[src/rtl/ops_stim_check.sv]
// Purpose: LFSR operand generator and result checker for the combinational operator block.
// Latency: 2 + settle cycles per vector (DRIVE, settle x SETTLE, CHECK); a run is max_vectors of those.
// Backpressure: none; start is honoured only in IDLE/DONE, and the DUT is assumed ready every cycle.
//
// Ports: clk/rst_n (async active-low); start pulse begins a run.
//        a/b/c are registered operands to the DUT; binary_* and qmark are the DUT results.
//        busy/done/pass give run status; vec_count/err_count/first_fail/fail_mask give statistics.
module ops_stim_check #(
  parameter int          width       = 4,
  parameter int          settle      = 1,
  parameter logic [31:0] seed        = 32'h0000_0321,
  parameter int          max_vectors = 256
) (
  input  logic             clk,
  input  logic             rst_n,
  input  logic             start,
  output logic [width-1:0] a,
  output logic [width-1:0] b,
  output logic [width-1:0] c,
  input  logic [width-1:0] binary_plus,
  input  logic [width-1:0] binary_minus,
  input  logic [width-1:0] binary_bitand,
  input  logic [width-1:0] binary_xor,
  input  logic [width-1:0] binary_shr,
  input  logic [width-1:0] qmark,
  input  logic             binary_eq,
  input  logic             binary_lt,
  output logic             busy,
  output logic             done,
  output logic             pass,
  output logic [15:0]      vec_count,
  output logic [15:0]      err_count,
  output logic [15:0]      first_fail,
  output logic [7:0]       fail_mask
);

  // An all-zero LFSR would lock up, so a zero seed starts from 1 instead.
  localparam logic [31:0] SEED_EFF  = (seed == 32'd0) ? 32'd1 : seed;
  localparam logic [31:0] TAPS      = 32'h8020_0003;
  localparam int          SW        = (settle < 2) ? 1 : $clog2(settle + 1);
  localparam logic [SW-1:0] SETTLE_LD = SW'(settle);
  localparam logic [SW-1:0] CNT_ONE   = SW'(1);
  localparam logic [15:0] MAX_VEC   = 16'(max_vectors);

  typedef enum logic [2:0] {S_IDLE, S_DRIVE, S_SETTLE, S_CHECK, S_DONE} state_t;

  state_t            state_q, state_d;
  logic [31:0]       lfsr_q, lfsr_d;
  logic [width-1:0]  a_q, a_d, b_q, b_d, c_q, c_d;
  logic [SW-1:0]     cnt_q, cnt_d;
  logic [15:0]       vec_q, vec_d, err_q, err_d, ff_q, ff_d;
  logic [7:0]        mask_q, mask_d;

  // Reference model of the operator block, evaluated on the held operands.
  logic [width-1:0]  m_plus, m_minus, m_bitand, m_xor, m_shr, m_qmark;
  logic              m_eq, m_lt;
  logic [7:0]        miss;

  always_comb begin
    m_plus   = a_q + b_q;
    m_minus  = a_q - b_q;
    m_bitand = a_q & b_q;
    m_xor    = a_q ^ b_q;
    m_shr    = a_q >> b_q;  // shifting by >= width already yields 0
    m_qmark  = (a_q != '0) ? b_q : c_q;
    m_eq     = (a_q == b_q);
    m_lt     = (a_q < b_q);
    // Case inequality so an X/Z on any DUT result is flagged as a failure.
    miss[0]  = (binary_plus   !== m_plus);
    miss[1]  = (binary_minus  !== m_minus);
    miss[2]  = (binary_eq     !== m_eq);
    miss[3]  = (binary_lt     !== m_lt);
    miss[4]  = (binary_bitand !== m_bitand);
    miss[5]  = (binary_xor    !== m_xor);
    miss[6]  = (binary_shr    !== m_shr);
    miss[7]  = (qmark         !== m_qmark);
  end

  always_comb begin
    state_d = state_q;
    lfsr_d  = lfsr_q;
    a_d     = a_q;
    b_d     = b_q;
    c_d     = c_q;
    cnt_d   = cnt_q;
    vec_d   = vec_q;
    err_d   = err_q;
    ff_d    = ff_q;
    mask_d  = mask_q;
    case (state_q)
      S_IDLE, S_DONE: begin
        // A restart from DONE keeps the LFSR where it stopped.
        if (start) begin
          state_d = S_DRIVE;
          vec_d   = '0;
          err_d   = '0;
          ff_d    = 16'hFFFF;
          mask_d  = '0;
        end
      end
      S_DRIVE: begin
        a_d     = lfsr_q[width-1:0];
        b_d     = lfsr_q[2*width-1:width];
        c_d     = lfsr_q[3*width-1:2*width];
        lfsr_d  = {1'b0, lfsr_q[31:1]} ^ (lfsr_q[0] ? TAPS : 32'd0);
        cnt_d   = SETTLE_LD;
        state_d = S_SETTLE;
      end
      S_SETTLE: begin
        if (cnt_q == CNT_ONE) state_d = S_CHECK;
        else                  cnt_d   = cnt_q - CNT_ONE;
      end
      S_CHECK: begin
        if (|miss) begin
          if (err_q != 16'hFFFF) err_d = err_q + 16'd1;
          // err_count still zero means this is the run's first failing vector.
          if (err_q == 16'd0) begin
            ff_d   = vec_q;
            mask_d = miss;
          end
        end
        vec_d   = vec_q + 16'd1;
        state_d = (vec_q + 16'd1 == MAX_VEC) ? S_DONE : S_DRIVE;
      end
      default: state_d = S_IDLE;
    endcase
  end

  always_ff @(posedge clk or negedge rst_n) begin
    if (!rst_n) begin
      state_q <= S_IDLE;
      lfsr_q  <= SEED_EFF;
      a_q     <= '0;
      b_q     <= '0;
      c_q     <= '0;
      cnt_q   <= '0;
      vec_q   <= '0;
      err_q   <= '0;
      ff_q    <= 16'hFFFF;
      mask_q  <= '0;
    end else begin
      state_q <= state_d;
      lfsr_q  <= lfsr_d;
      a_q     <= a_d;
      b_q     <= b_d;
      c_q     <= c_d;
      cnt_q   <= cnt_d;
      vec_q   <= vec_d;
      err_q   <= err_d;
      ff_q    <= ff_d;
      mask_q  <= mask_d;
    end
  end

  assign a          = a_q;
  assign b          = b_q;
  assign c          = c_q;
  assign busy       = (state_q == S_DRIVE) || (state_q == S_SETTLE) || (state_q == S_CHECK);
  assign done       = (state_q == S_DONE);
  assign pass       = (state_q == S_DONE) && (err_q == 16'd0);
  assign vec_count  = vec_q;
  assign err_count  = err_q;
  assign first_fail = ff_q;
  assign fail_mask  = mask_q;

endmodule

[config.mk]
export PLATFORM = sky130hd
export DESIGN_NAME = ops_stim_check
export DESIGN_NICKNAME = d
export VERILOG_FILES = /design/src/rtl/ops_stim_check.sv
export SDC_FILE = /design/constraint.sdc
export NUM_CORES = 1
export LEC_CHECK = 0
export CAP_MARGIN = 30
export CORE_ASPECT_RATIO = 1.4
export CORE_MARGIN = 4
export CORE_UTILIZATION = 53
export CTS_BUF_LIST = sky130_fd_sc_hd__clkbuf_8 sky130_fd_sc_hd__clkbuf_16
export DETAILED_ROUTE_END_ITERATION = 8
export MAX_ROUTING_LAYER = met4
export PLACE_DENSITY = 0.82
export SLEW_MARGIN = 20
export SYNTH_ARGS = -nofsm -noshare
export SYNTH_HDL_FRONTEND = slang
export SYNTH_SLANG_ARGS = --single-unit
export TNS_END_PERCENT = 50
[constraint.sdc]
create_clock -name clk -period 4.27 [get_ports clk]
set_input_delay 1.281 -clock clk [delete_from_list [all_inputs] [get_ports clk]]
set_output_delay 1.281 -clock clk [all_outputs]
set_load 0.005 [all_outputs]
Yosys cells after proc, flatten, opt, wreduce, memory -nomap -nowiden. Index checks and enable logic that the tools add are counted.

Flip-flop bits (word level): 104. Output and inout port bits: 71. Word-level logic and storage cells: 75.

Order comparisons: 1. Eq/ne operators: 20. Add/subtract/negate cells: 5. Bitwise logic cells: 3. Reduce and logical (&&, ||, !) cells: 14. Shift operators: 1. Multiplexer cells: 21.

Operators with widths (count): $mux 16 (6); $pmux 16 s2 (3); $add 16x1->16 const B (2); $mux 32 (1); $xor 31x32->32 (1); $mux 8 (3); $nex 4x4->1 (6); $eq 16x9->1 const B (1); $logic_not 16->1 (1); $ne 16x16->1 const B (1); $pmux 8 s2 (1); $pmux 3 s4 (1); $ne 2x2->1 const B (5); $mux 3 (3); $reduce_and 4->1 (2); $reduce_or 8->1 (1); $eq 3x2->1 const B (2); $add 4x4->4 (1); $and 4x4->4 (1); $eq 4x4->1 (1); $lt 4x4->1 (1); $mux 4 (1); $reduce_and 2->1 (2); $reduce_bool 2->1 (2); other kinds (14) (16).

Longest topological paths before layout.
Word-level depth: 6. Depth in mapped cells: 12. Mapped depth without buffers: 10.

Worst setup path before layout. OpenSTA, ideal clock, no wires.

Path kind: input to register. Start: input qmark[3]. End: register mask_q[5] (netlist: fail_mask[5]). Setup slack: 1.048 ns. Stages on the path: 9. Data arrival time: 3.096 ns. Path buffers: 2. Path through: xor2_1 > a221oi_1 > a32oi_1 > a211o_1 > o31ai_4 > a21o_1 > buf_6 > buf_12 > mux2_4.

Word-level cells in the longest chain between the ends: 4.

RTL lines: from (decl) (line 25) `input logic [width-1:0] qmark,`; $nex 4x4->1 (line 76) `miss[7] = (qmark !== m_qmark);`; $reduce_or 8->1 (line 114) `if (|miss) begin`; $ne 2x2->1 (no source line); $reduce_and 4->1 (no source line); to (signal assigned) (line 151) `mask_q <= mask_d;`; to (decl) (line 52) `logic [7:0] mask_q, mask_d;`.

No other way between the ends. A chain may end at the register's enable or synchronous reset.

Final worst setup path.
Start: input binary_minus[2]. End: register mask_q[4] (netlist: fail_mask[4]).

Word-level cells in the longest chain between the ends: 4.

RTL lines: from (decl) (line 21) `input logic [width-1:0] binary_minus,`; $nex 4x4->1 (line 70) `miss[1] = (binary_minus !== m_minus);`; $reduce_or 8->1 (line 114); $ne 2x2->1 (no source line); $reduce_and 4->1 (no source line).

No other way between the ends.

==> results.txt <==
* Status: finished, final reports clean
- The worst-case IR drop observed on VDD is 0.300 mV.
- Leak: 3.10 nW
* Area delta synth->final: 24.0%
- Post-synthesis instance area: 5470 um2
- Hold repair after CTS inserted 0 buffers.
* Measured slew at the worst slew-check pin: 0.839 ns
* Crit path launch type: input pin
- STA puts the critical path data required time at 4.50 ns.
* Max Fclk: 273 MHz
* Initial core utilization: 0.547
* Max incr delay on CP: 0.47 ns
- Final setup vio count: 0
- In this run, the number of DRC markers left after iteration 0 of detailed routing was 377.
* Port Buffers: 99
- The count of endpoints failing hold in the final timing report is 0.
- In the global route stage, overall resource usage came out at 0.242.
- Largest net degree at the start of global routing: 51
- In this run the count of I/O pins placed on the die edge is 100.
* R2r worst-path depth: 10
- Fin crit period: 3.66 ns
- Across the run, the number of max-cap violations was 0.
- Num rows: 43
- Total number of nets in the final design: 718
* Detail-routed net length per standard cell: 16.8 um
- The endpoint identified for the worst register-to-register timing path is fail_mask[4].
- Placed Cells incl. Taps: 799
* Type of the worst min-delay path: reg -> reg
* Routability congestion estimate: 0.967
* Crit end category: register
* Number of enable flip-flop cells after synthesis: 0
- The worst hold path passes through 2 cells.
* Count of state elements after synthesis: 97
- Worst relative slew slack: 0.439
- Post-route total power: 3.38 mW
- Die outline width: 93.9 um
* RSZ-0062 raised after global routing: false
- The core region is 10000 um2.
- The floorplan step defined a die boundary enclosing 12000 um2.
* TritonRoute pass-1 iters: 5
- In this run the worst setup path terminates at fail_mask[4].
- The top cell types in the final layout, fill and taps aside, are 109 x nand2_1, 98 x clkdlybuf4s50_1, 77 x dfrtp_1, 50 x o21ai_0, 40 x nor2_1.
* Utilization of the core after routing: 0.678
- Yosys printed 0 warnings.
- For this design the ratio of total power to cell area is 499 nW/um2.
* Post-route non-filler standard cell count: 816
- Share of final-layout standard cells stronger than drive strength 1: 0.104
* Count of pins over their slew limit: 0
* Final setup skew: 0.00972 ns
- The via count of the first global-routing pass came to 4812.
* Synthesized net count: 638
- Post-Route WL: 13.7 mm
- Setup slack on the worst reg-to-reg path comes out at 0.70 ns.
* Post-CTS setup buffer count: 0
- In the final timing run, aggregate negative setup slack is 0 ns.
* Most used DFF post-synth: dfrtp_1
* Ys async rst share: 1.00
- Detailed placement ended at an HPWL of 10.1 mm.
* Mean number of vias per cell: 5.86
- The critical path in this run is classified as in -> reg.
- In this run the critical register-to-register path is launched from lfsr_q[4].
* Worst skew pair latency: 0.35 ns
* Master of the slowest instance on the critical path: clkdlybuf4s50_1
- Number of remaining DRC errors: 0
- Counting every sink on the clock net gives 97.
* Global-route wire length before repair: 22.8 mm
* Clock transition at the registers of the reported paths: 0.07 ns
* Antenna violations before repair: 0
* Resized Gates After CTS: 0
- Routed via count: 4784
- The tree is rooted in a clkbuf_16.
- Dividing the synthesized area by the synthesized cell count gives 9.18 um2.
* Height of the chip: 128 um
* Worst hold slack after final layout: 0.459 ns
- Total global routing overflow: 0
- CTS built an H-tree with a depth of 3.
- After technology mapping, the gate count stands at 596.
- Synthesis instantiated 61 different standard cells from the library.
- The share of the Yosys chip area taken by registers is 0.448.
* Period utilisation layout: 0.856
- Remaining number of nets flagged by the antenna check after routing: 0
* CTS tree: yes
- Critical-path cell list: clkdlybuf4s50_1 -> xor2_1 -> xnor2_1 -> nor4b_1 -> nand4_1 -> o31ai_4 -> a21o_1 -> buf_12 -> mux2_2
- At the worst endpoint, the arrival time is 3.89 ns.
- Biggest fanout along the worst timing path: 24
- Leaving out fill and tap cells, the most frequent cell in the layout is nand2_1.
- Antenna diode instance count: 0
* Clock Path Buffers: 2
- Buffers inserted during clock tree synthesis total 9.
- Critical path startpoint: binary_minus[2]
area by class of cell:
type | count | area (um2)
clock buffer | 9 | 225
clock inverter | 7 | 55.1
fill | 800 | 3220
inverter | 29 | 109
multi-input combinational | 431 | 2710
sequential | 97 | 2450
tap | 135 | 169
timing repair buffer | 108 | 1070
sequential cells by signal (all words and copies together), names as in the netlist:
name	count
err_count	16
lfsr_q	31
b	1
state_q	3
first_fail	16
vec_count	16
fail_mask	8
c	2
cnt_q	1
a	3
cell families (layout without fill, tap and decap cells):
logic type,after synthesis,after routing,synth area share
AO/OA/AOI/OAI,107,107,0.127
XOR/XNOR,32,32,0.0537
adder cells (fa/ha/maj),13,13,0.0325
buffers and inverters,68,153,0.0576
flip-flops,97,97,0.448
multiplexers,27,27,0.0576
AND/OR/NAND/NOR,252,252,0.224
worst max-delay path, delay by kind of cell:
kind                      cells  cell delay (ns)
muxes                         1             0.36
AOI/OAI and AO/OA             2             0.52
and+or+nand+nor               2             0.77
buffers and inverters         2             0.68
xor gates and xnor gates      2             0.28
power by group:
group          total (mW)  internal [mW]  switching, mW
clock               0.762          0.400          0.363
sequential           1.27           1.11          0.157
combinational        1.36          0.657          0.699
worst min path at each step:
stage | endpoint | from | slack (ns)
6_report | lfsr_q[8] | lfsr_q[8] | 0.46
5_1_grt | first_fail[4] | first_fail[4] | 0.49
4_1_cts | lfsr_q[8] | lfsr_q[8] | 0.46
3_5_place_dp | lfsr_q[8] | lfsr_q[8] | 0.45
3_3_place_gp | lfsr_q[29] | lfsr_q[30] | 0.45
2_1_floorplan | cnt_q | cnt_q | 0.43
metal layers:
metal  GRT usage  part of all wire  wire length, um  vias to the layer above
met2       0.427              0.55             7480                      179
met3      0.0282             0.050              693                       29
met1       0.275              0.38             5240                     2339
met4       0.102             0.023              310                        0
li1            -                 -                -                     2237
met5           -                 0                0                        -
through the flow:
step	setup slack, ns	cell area [um2]
after floorplan	1.05	5470
after global placement	0.323	6500
after detailed placement	0.270	6500
after CTS	0.633	6780
after global routing	0.458	6790
final	0.613	6790
cell usage after synthesis (all sizes together), types with 2 or more instances:
cell type | count | area share
mux2 | 15 | 0.036
nor2b | 3 | 0.0034
and4 | 5 | 0.0080
or3b | 2 | 0.0032
a22o | 6 | 0.0096
a21o | 3 | 0.0041
or2 | 4 | 0.0046
a221oi | 2 | 0.0032
a211o | 3 | 0.0048
buf | 11 | 0.018
nand3 | 21 | 0.019
xor2 | 17 | 0.027
mux2i | 12 | 0.022
a2111oi | 2 | 0.0066
o41ai | 3 | 0.0048
nor4 | 10 | 0.011
and3 | 8 | 0.0091
nand4 | 11 | 0.013
nor3 | 7 | 0.0064
nor3b | 4 | 0.0055
or4 | 7 | 0.010
o21ai | 50 | 0.046
nand2b | 5 | 0.0057
inv | 29 | 0.020
nand3b | 3 | 0.0041
nand2 | 109 | 0.075
nor4bb | 3 | 0.0055
o31ai | 5 | 0.0094
ha | 11 | 0.025
or3 | 2 | 0.0023
o2111ai | 2 | 0.0032
dfstp | 20 | 0.096
o22ai | 2 | 0.0023
and2 | 6 | 0.0069
a21oi | 14 | 0.013
clkbuf | 28 | 0.019
xnor2 | 14 | 0.022
fa | 2 | 0.0073
dfrtp | 77 | 0.35
a31oi | 7 | 0.0080
nor2 | 40 | 0.027
Power figures use the tool's default switching activity.
